### config.mk
export PLATFORM = sky130hd
export DESIGN_NAME = bip_control
export DESIGN_NICKNAME = d
export VERILOG_FILES = /design/src/rtl/bip_pkg.sv /design/src/rtl/bip_decoder.sv /design/src/rtl/bip_control.sv
export SDC_FILE = /design/constraint.sdc
export NUM_CORES = 1
export LEC_CHECK = 0
export ABC_CLOCK_PERIOD_IN_PS = 1700
export BUFFER_PORTS_ARGS = -buffer_cell sky130_fd_sc_hd__buf_4
export CORE_ASPECT_RATIO = 1.1
export CORE_UTILIZATION = 30
export CTS_CLUSTER_SIZE = 20
export DETAILED_ROUTE_END_ITERATION = 7
export PLACE_DENSITY_LB_ADDON = 0.08
export RECOVER_POWER = 25
export SYNTH_ARGS = -nofsm -noshare
export SYNTH_HDL_FRONTEND = slang
export SYNTH_HIERARCHICAL = 1
export SYNTH_SLANG_ARGS = --single-unit
export TNS_END_PERCENT = 5
### constraint.sdc
create_clock -name clk -period 1.7 [get_ports clk]
set_clock_uncertainty 0.05 [all_clocks]
set_input_delay 0.17 -clock clk [delete_from_list [all_inputs] [get_ports clk]]
set_output_delay 0.17 -clock clk [all_outputs]
set_load 0.02 [all_outputs]
### src/rtl/bip_pkg.sv
// Shared definitions for the BIP controller: opcodes, accumulator-input
// select codes, FSM states and the decoded control bundle.
package bip_pkg;

  localparam int OPCODE_W = 5;

  localparam logic [OPCODE_W-1:0] OP_HLT  = 5'b00000;
  localparam logic [OPCODE_W-1:0] OP_STO  = 5'b00001;
  localparam logic [OPCODE_W-1:0] OP_LD   = 5'b00010;
  localparam logic [OPCODE_W-1:0] OP_LDI  = 5'b00011;
  localparam logic [OPCODE_W-1:0] OP_ADD  = 5'b00100;
  localparam logic [OPCODE_W-1:0] OP_ADDI = 5'b00101;
  localparam logic [OPCODE_W-1:0] OP_SUB  = 5'b00110;
  localparam logic [OPCODE_W-1:0] OP_SUBI = 5'b00111;

  localparam logic [1:0] SEL_MEMORY = 2'b00;
  localparam logic [1:0] SEL_SIGNAL = 2'b01;
  localparam logic [1:0] SEL_ALU    = 2'b10;

  typedef enum logic [1:0] {
    ST_FETCH = 2'd0,
    ST_EXEC  = 2'd1,
    ST_HALT  = 2'd2
  } bip_state_e;

  typedef struct packed {
    logic [1:0] sel_a;
    logic       sel_b;
    logic       op;
    logic       wr_acc;
    logic       wr_ram;
    logic       rd_ram;
    logic       halt;
  } bip_ctrl_t;

  localparam int CTRL_W = $bits(bip_ctrl_t);

  // Accumulator-input mux shared with the datapath.
  function automatic logic [15:0] acc_in_select(input logic [1:0]  sel,
                                                input logic [15:0] mem,
                                                input logic [15:0] sig,
                                                input logic [15:0] alu);
    case (sel)
      SEL_MEMORY: return mem;
      SEL_SIGNAL: return sig;
      SEL_ALU:    return alu;
      default:    return '0;
    endcase
  endfunction

endpackage

### src/rtl/bip_decoder.sv
// Purely combinational opcode decoder; unknown opcodes decode as NOP.
module bip_decoder
  import bip_pkg::*;
(
  input  logic [OPCODE_W-1:0] opcode,
  output logic [CTRL_W-1:0]   ctrl
);

  bip_ctrl_t c;

  always_comb begin
    c = '0;
    case (opcode)
      OP_HLT:  c.halt = 1'b1;
      OP_STO:  c.wr_ram = 1'b1;
      OP_LD: begin
        c.sel_a  = SEL_MEMORY;
        c.rd_ram = 1'b1;
        c.wr_acc = 1'b1;
      end
      OP_LDI: begin
        c.sel_a  = SEL_SIGNAL;
        c.wr_acc = 1'b1;
      end
      OP_ADD: begin
        c.sel_a  = SEL_ALU;
        c.rd_ram = 1'b1;
        c.wr_acc = 1'b1;
      end
      OP_ADDI: begin
        c.sel_a  = SEL_ALU;
        c.sel_b  = 1'b1;
        c.wr_acc = 1'b1;
      end
      OP_SUB: begin
        c.sel_a  = SEL_ALU;
        c.op     = 1'b1;
        c.rd_ram = 1'b1;
        c.wr_acc = 1'b1;
      end
      OP_SUBI: begin
        c.sel_a  = SEL_ALU;
        c.sel_b  = 1'b1;
        c.op     = 1'b1;
        c.wr_acc = 1'b1;
      end
      default: c = '0;
    endcase
  end

  assign ctrl = c;

endmodule

### src/rtl/bip_control.sv
// BIP sequencer: two-cycle FETCH/EXEC loop, program counter and a saturating
// retired-instruction counter.
//   state    | meaning
//   ST_FETCH | ROM read in flight, no strobes
//   ST_EXEC  | decode i_instruction, drive controls, advance pc on exit
//   ST_HALT  | stopped after HLT, left only by rst
module bip_control
  import bip_pkg::*;
#(
  parameter int PC_LENGTH     = 11,
  parameter int DATA_LENGTH   = 16,
  parameter int RETIRED_WIDTH = 16
) (
  input  logic                     clk,
  input  logic                     rst,
  input  logic                     i_enable,
  input  logic [DATA_LENGTH-1:0]   i_instruction,
  output logic [PC_LENGTH-1:0]     o_pc,
  output logic [1:0]               o_SelA,
  output logic                     o_SelB,
  output logic                     o_Op,
  output logic                     o_WrAcc,
  output logic                     o_WrRam,
  output logic                     o_RdRam,
  output logic [PC_LENGTH-1:0]     o_operand,
  output logic                     o_halted,
  output logic [RETIRED_WIDTH-1:0] o_retired
);

  bip_state_e               state_q, state_d;
  logic [PC_LENGTH-1:0]     pc_q;
  logic [RETIRED_WIDTH-1:0] retired_q;
  logic [CTRL_W-1:0]        dec_bits;
  bip_ctrl_t                dec;
  logic                     exec_exit;

  bip_decoder u_decoder (
    .opcode (i_instruction[DATA_LENGTH-1 -: OPCODE_W]),
    .ctrl   (dec_bits)
  );

  assign dec       = bip_ctrl_t'(dec_bits);
  assign exec_exit = (state_q == ST_EXEC);

  always_ff @(posedge clk) begin
    if (rst) begin
      state_q   <= ST_FETCH;
      pc_q      <= '0;
      retired_q <= '0;
    end else if (i_enable) begin
      state_q <= state_d;
      if (exec_exit && !dec.halt)
        pc_q <= pc_q + 1'b1;
      if (exec_exit && (retired_q != '1))
        retired_q <= retired_q + 1'b1;
    end
  end

  // Controls are gated by enable so a frozen EXEC issues no strobes.
  always_comb begin
    state_d   = state_q;
    o_SelA    = SEL_MEMORY;
    o_SelB    = 1'b0;
    o_Op      = 1'b0;
    o_WrAcc   = 1'b0;
    o_WrRam   = 1'b0;
    o_RdRam   = 1'b0;
    o_operand = '0;
    case (state_q)
      ST_FETCH: state_d = ST_EXEC;
      ST_EXEC: begin
        state_d   = dec.halt ? ST_HALT : ST_FETCH;
        o_operand = i_instruction[PC_LENGTH-1:0];
        if (i_enable) begin
          o_SelA  = dec.sel_a;
          o_SelB  = dec.sel_b;
          o_Op    = dec.op;
          o_WrAcc = dec.wr_acc;
          o_WrRam = dec.wr_ram;
          o_RdRam = dec.rd_ram;
        end
      end
      ST_HALT:  state_d = ST_HALT;
      default:  state_d = ST_FETCH;
    endcase
  end

  assign o_pc      = pc_q;
  assign o_halted  = (state_q == ST_HALT);
  assign o_retired = retired_q;

endmodule

Yosys cells after proc, flatten, opt, wreduce, memory -nomap -nowiden
Cells that the tools add are included.
{ "op_classes": {"n_addsub": 2, "eq_ne": 10, "n_mux": 22, "n_reduce_logical": 12} }
{ "ops": {"columns": ["operator", "count"], "rows": [
  ["5-bit by 3-bit equality test with 1-bit output, second input constant", 4],
  ["16-bit by 1-bit adder with 16-bit output, second input constant", 1],
  ["1-bit 2-to-1 mux", 16],
  ["16-bit != test, second input constant", 1],
  ["11-bit by 1-bit adder with 11-bit output, second input constant", 1],
  ["11-bit 2-to-1 mux", 1],
  ["5-bit by 2-bit equality test with 1-bit output, second input constant", 2],
  ["2-bit 2-to-1 mux", 3],
  ["2-bit one-hot mux with 3 select lines", 1],
  ["6-bit OR reduction", 1],
  ["5-bit by 1-bit equality test with 1-bit output, second input constant", 1],
  ["5-bit zero test", 1],
  ["2-bit one-hot mux with 2 select lines", 1],
  ["2-bit AND reduction", 2],
  ["2-bit OR reduction", 2],
  ["4-bit OR reduction", 1],
  ["3-bit OR reduction", 1],
  ["2-bit by 1-bit equality test with 1-bit output, second input constant", 1],
  ["2-bit equality test, second input constant", 1],
  ["1-bit logical AND", 2],
  ["2-bit zero test", 1],
  ["1-bit zero test", 1]
]} }
{ "totals": {"ff_bits": 29, "in_bits": 19, "out_inout_bits": 46, "word_cells": 49} }

Depth between registers and ports, before layout
{ "logic_depth": {"word_depth": 5, "mapped_depth": 7, "depth_no_buf": 6} }

Hierarchy
Netlist, hierarchy kept.
{ "modules_own_cells": {"columns": ["mod", "n_inst", "cells_per_inst", "area_each_um2"], "rows": [
  ["bip_control", 1, 187, 1586.5],
  ["bip_decoder", 1, 10, 103.8]
]} }

Worst setup path before layout
OpenSTA, ideal clock, no wires.
{ "synth_timing": {"path_type": "reg-to-reg", "start": "reg retired_q[0] (netlist: o_retired[0])", "end": "reg retired_q[10] (netlist: o_retired[10])", "setup_time_ps": 70, "arrival_ps": 1863, "t_required_ps": 1580, "slack_ps": -284, "stages_incl_launch_ff": 6, "cell_sequence": "dfxtp_1 > ha_1 > nand4_2 > or3_4 > or4_1 > a21oi_1"} }
{ "synth_between": {"elab_chain_len": 3, "word_cells_on_any_way": 4, "classes_between": "add/sub (1); eq/ne (1); reduce/logical (2)"} }
{ "synth_rtl": {"columns": ["item", "line", "text"], "rows": [
  ["start: declaration", "bip_control.sv:32", "logic [RETIRED_WIDTH-1:0] retired_q;"],
  ["start signal: assignment", "bip_control.sv:55", "retired_q <= retired_q + 1'b1;"],
  ["branches (longest 3 deep; another with 16-bit by 1-bit adder with 16-bit output)", null, null]
]} }
Parallel ways; which one is timed is not known.
A chain may end at the register's enable or synchronous reset.

Final worst setup path
{ "layout_timing": {"start": "reg retired_q[0] (netlist: o_retired[0])", "end": "reg retired_q[6] (netlist: o_retired[6])"} }
Same word-level chain as after synthesis.

==> impl_metrics.csv <==
group,metric,value,unit
logic_synthesis,ys_seq_elements,29,
logic_synthesis,synth_edf_count,0,
timing,finalSetupViolCount,7,
logic_synthesis,async_flop_share,0,%
drt,wl_per_cell,11.9,um
timing,hold_viol_final,0,
floorplan,die_w,73.6,um
floorplan,die_height,80.7,um
grt,grt_pass1_wl,7410,um
critical_path,cp_slowest_stage_delay,0.36,ns
power_and_ir_drop,totalPowerFinal,1500,uW
drt,drt_pass1_iterations,4,
logic_synthesis,seq_area_frac_synth,34.3,%
cts,root_buffer,"clkbuf_8",
drt,drt-total-wl,4500,um
logic_synthesis,synthSimpleGateAreaFrac,43.0,%
timing,relSlewSlack,76.5,%
logic_synthesis,syn_nets,218,
logic_synthesis,synth_top_family_by_area,"simple AND/OR/NAND/NOR gates",
cts,cts_buffers,5,
grt,gr-usage-all-layers,15.9,%
timing,worstMarginPinSlew,0.352,ns
final_layout,syn_to_final_growth,57.9,%
grt,gr-total-overflow,0,
critical_path,startpoint_type,"flip-flop",
placed_design,port-buffer-count,64,
logic_synthesis,synth-adder-area-share,1.48,%
placed_design,gp_congestion,0.707,
placed_design,placed_cell_area,2530,um^2
floorplan,core,5400,um^2
logic_synthesis,synth_area,1690,um^2
drt,dr_total_vias,1785,
critical_path,critical_path_class,"reg -> reg",
floorplan,row_count,28,
logic_synthesis,ys_warn_count,6,
cts,clock_latency,0.27,ns
placed_design,hpwl,3320,um
critical_path,path_cells,"ha_4 -> nand4_4 -> buf_6 -> nor4_4 -> buf_4 -> nor3_1 -> mux2_2",
floorplan,initial_core_util,31.3,%
cts,h-tree-depth,2,
logic_synthesis,synth_cell_types,45,
timing,timing.final.ws_setup,-0.0237,ns
floorplan,die_area,5940,um^2
logic_synthesis,syn_inst,197,
drt,drt_iter0_drc,45,
placed_design,dp.cells,363,
logic_synthesis,avgSynthCellArea,8.58,um^2
logic_synthesis,synth_ff_type,"dfxtp_1",
critical_path,worstPathArrival,1.84,ns
outcome,violations,"negative setup slack",
drt,routed_via_density,4.73,
final_layout,antenna_cells,0,
power_and_ir_drop,power.density,562,nW/um^2
critical_path,endpoint_kind,"flip-flop",
cts,clock_path_buffers,2,
grt,grt_pass1_vias,1715,
timing,fmax,0.580,GHz
cts,cts_sinks,29,
logic_synthesis,muxShareOfSynthArea,1.92,%
critical_path,cp.required,1.81,ns
drt,drc,0,
final_layout,fin_cells,377,
critical_path,worstPathMaxFanout,4,
grt,antenna_found_initial,0,
final_layout,fillCellCount,571,
timing,fin_crit_sh,101,%
logic_synthesis,synth_xor_area_share,4.15,%
outcome,status,"finished with violations",
timing,tns,-0.0628,ns
final_layout,fin_util,49.5,%
timing,min_period,1.72,ns
floorplan,pin_count,65,
cts,clk_pin_slew,0.06,ns
timing,rsz0062_at_grt,"true",
drt,ant_nets,0,
logic_synthesis,synth_compound_area_share,12.0,%
job,drv_cap,0,
power_and_ir_drop,p_leak,0.00115,uW
cts,cts_tree,"built",
final_layout,design_area,2670,um^2
min_path,hold_class,"in -> reg",
final_layout,drive_above_1_share,45.4,%
grt,grt_max_degree,33,
timing,drv_slew,0,
power_and_ir_drop,ir_drop,0.000379,V
final_layout,nNetsFinal,322,
cts,cts_hold_buf,0,
critical_path,slowest_stage,"dfxtp_4",
## cell families (layout without fill, tap and decap cells)
family                   after synthesis  after routing
AO/OA/AOI/OAI                         34             34
AND/OR/NAND/NOR                      109            109
XOR/XNOR                               8              8
multiplexers                           3              3
buffers and inverters                 12            117
flip-flops                            29             29
adder cells (fa/ha/maj)                2              2
## power breakdown
group          total (uW)  internal, uW  leakage (uW)  switching, uW
logic                 185          94.1      0.000857           91.0
clock network         624           365     0.0000542            259
registers             690           684      0.000238           6.06
## through the flow
stage	hold WS, ns	setup slack (ns)
floorplan	0.290	-0.0624
global placement	0.422	-0.0123
detailed placement	0.424	-0.0543
CTS	0.172	-0.0271
global route	0.174	-0.0854
finish	0.178	-0.0237
## worst paths after layout
check / from / endpoint / slack (ns) / cells past startpoint
worst max-delay path: o_retired[0] / o_retired[6] / -0.02 / 7
worst min-delay path: i_enable / state_q[1] / 0.18 / 4
worst max register to register: o_retired[0] / o_retired[6] / -0.02 / 7
worst min register to register: o_pc[10] / o_pc[10] / 0.43 / 2
## layer usage
metal / up-vias / part of all wire [%] / wire length [um] / global-route usage, %
met2: 37 / 49 / 2180 / 27.6
met3: 5 / 4.0 / 182 / 3.26
met1: 810 / 46 / 2070 / 19.0
li1: 933 / - / - / -
met5: - / 0 / 0 / 0
met4: 0 / 1.3 / 59 / 5.77
## cell usage after synthesis, types with 2 or more instances
cell | n | area, um^2
and3_1 | 4 | 25.0
o31ai_1 | 9 | 67.6
and2_1 | 22 | 138
o21ai_0 | 5 | 25.0
and3_2 | 2 | 15.0
buf_4 | 2 | 15.0
a21oi_1 | 17 | 85.1
nor3_1 | 5 | 25.0
or4_1 | 7 | 52.6
mux2_2 | 2 | 22.5
nand2b_1 | 2 | 12.5
dfxtp_1 | 29 | 581
nor4_2 | 2 | 25.0
nand3_1 | 10 | 50.1
nor2_1 | 13 | 48.8
nor2b_1 | 4 | 25.0
inv_1 | 3 | 11.3
nand2_1 | 10 | 37.5
or3_1 | 3 | 18.8
clkbuf_1 | 7 | 26.3
ha_1 | 2 | 25.0
nand4_1 | 8 | 50.1
xor2_1 | 7 | 61.3
## critical path: cells and delay by family (launching register included)
| kind | cells | cell delay [ns] |
|---|---|---|
| DFF | 1 | 0.36 |
| muxes | 1 | 0.26 |
| adders and majority gates | 1 | 0.15 |
| and+or+nand+nor | 3 | 0.48 |
| buffers and inverters | 2 | 0.32 |
## layout make-up
type	count	area [um^2]	share of cell area [%]
Inverter	3	11.3	0.422
Sequential cell	29	596	22.3
Multi-Input combinational cell	156	1100	41.1
Tap cell	75	93.8	3.52
Clock buffer	7	96.3	3.61
Timing Repair Buffer	106	769	28.8
Clock inverter	1	5.00	0.188
## what timing repair did
item	4_1_cts	5_1_grt
buffers inserted	2	4
endpoints found under the setup margin	9	23
pin swaps	5	4
resized for setup	1	8
## layout by cell type (no fill, tap or decap), types with 8 or more instances in the layout
master and n:
nand3_1 10, nand4_1 8, buf_4 95, nand2_1 10, dfxtp_1 21, a21oi_1 14, and2_1 22, clkbuf_1 9
nor2_1 13, o31ai_1 9
## flip-flops by register name, summed over array words and instances (netlist names)
register and cells:
o_pc 11, state_q 2, o_retired 16
Note: power is estimated with default switching activity, not from simulation.
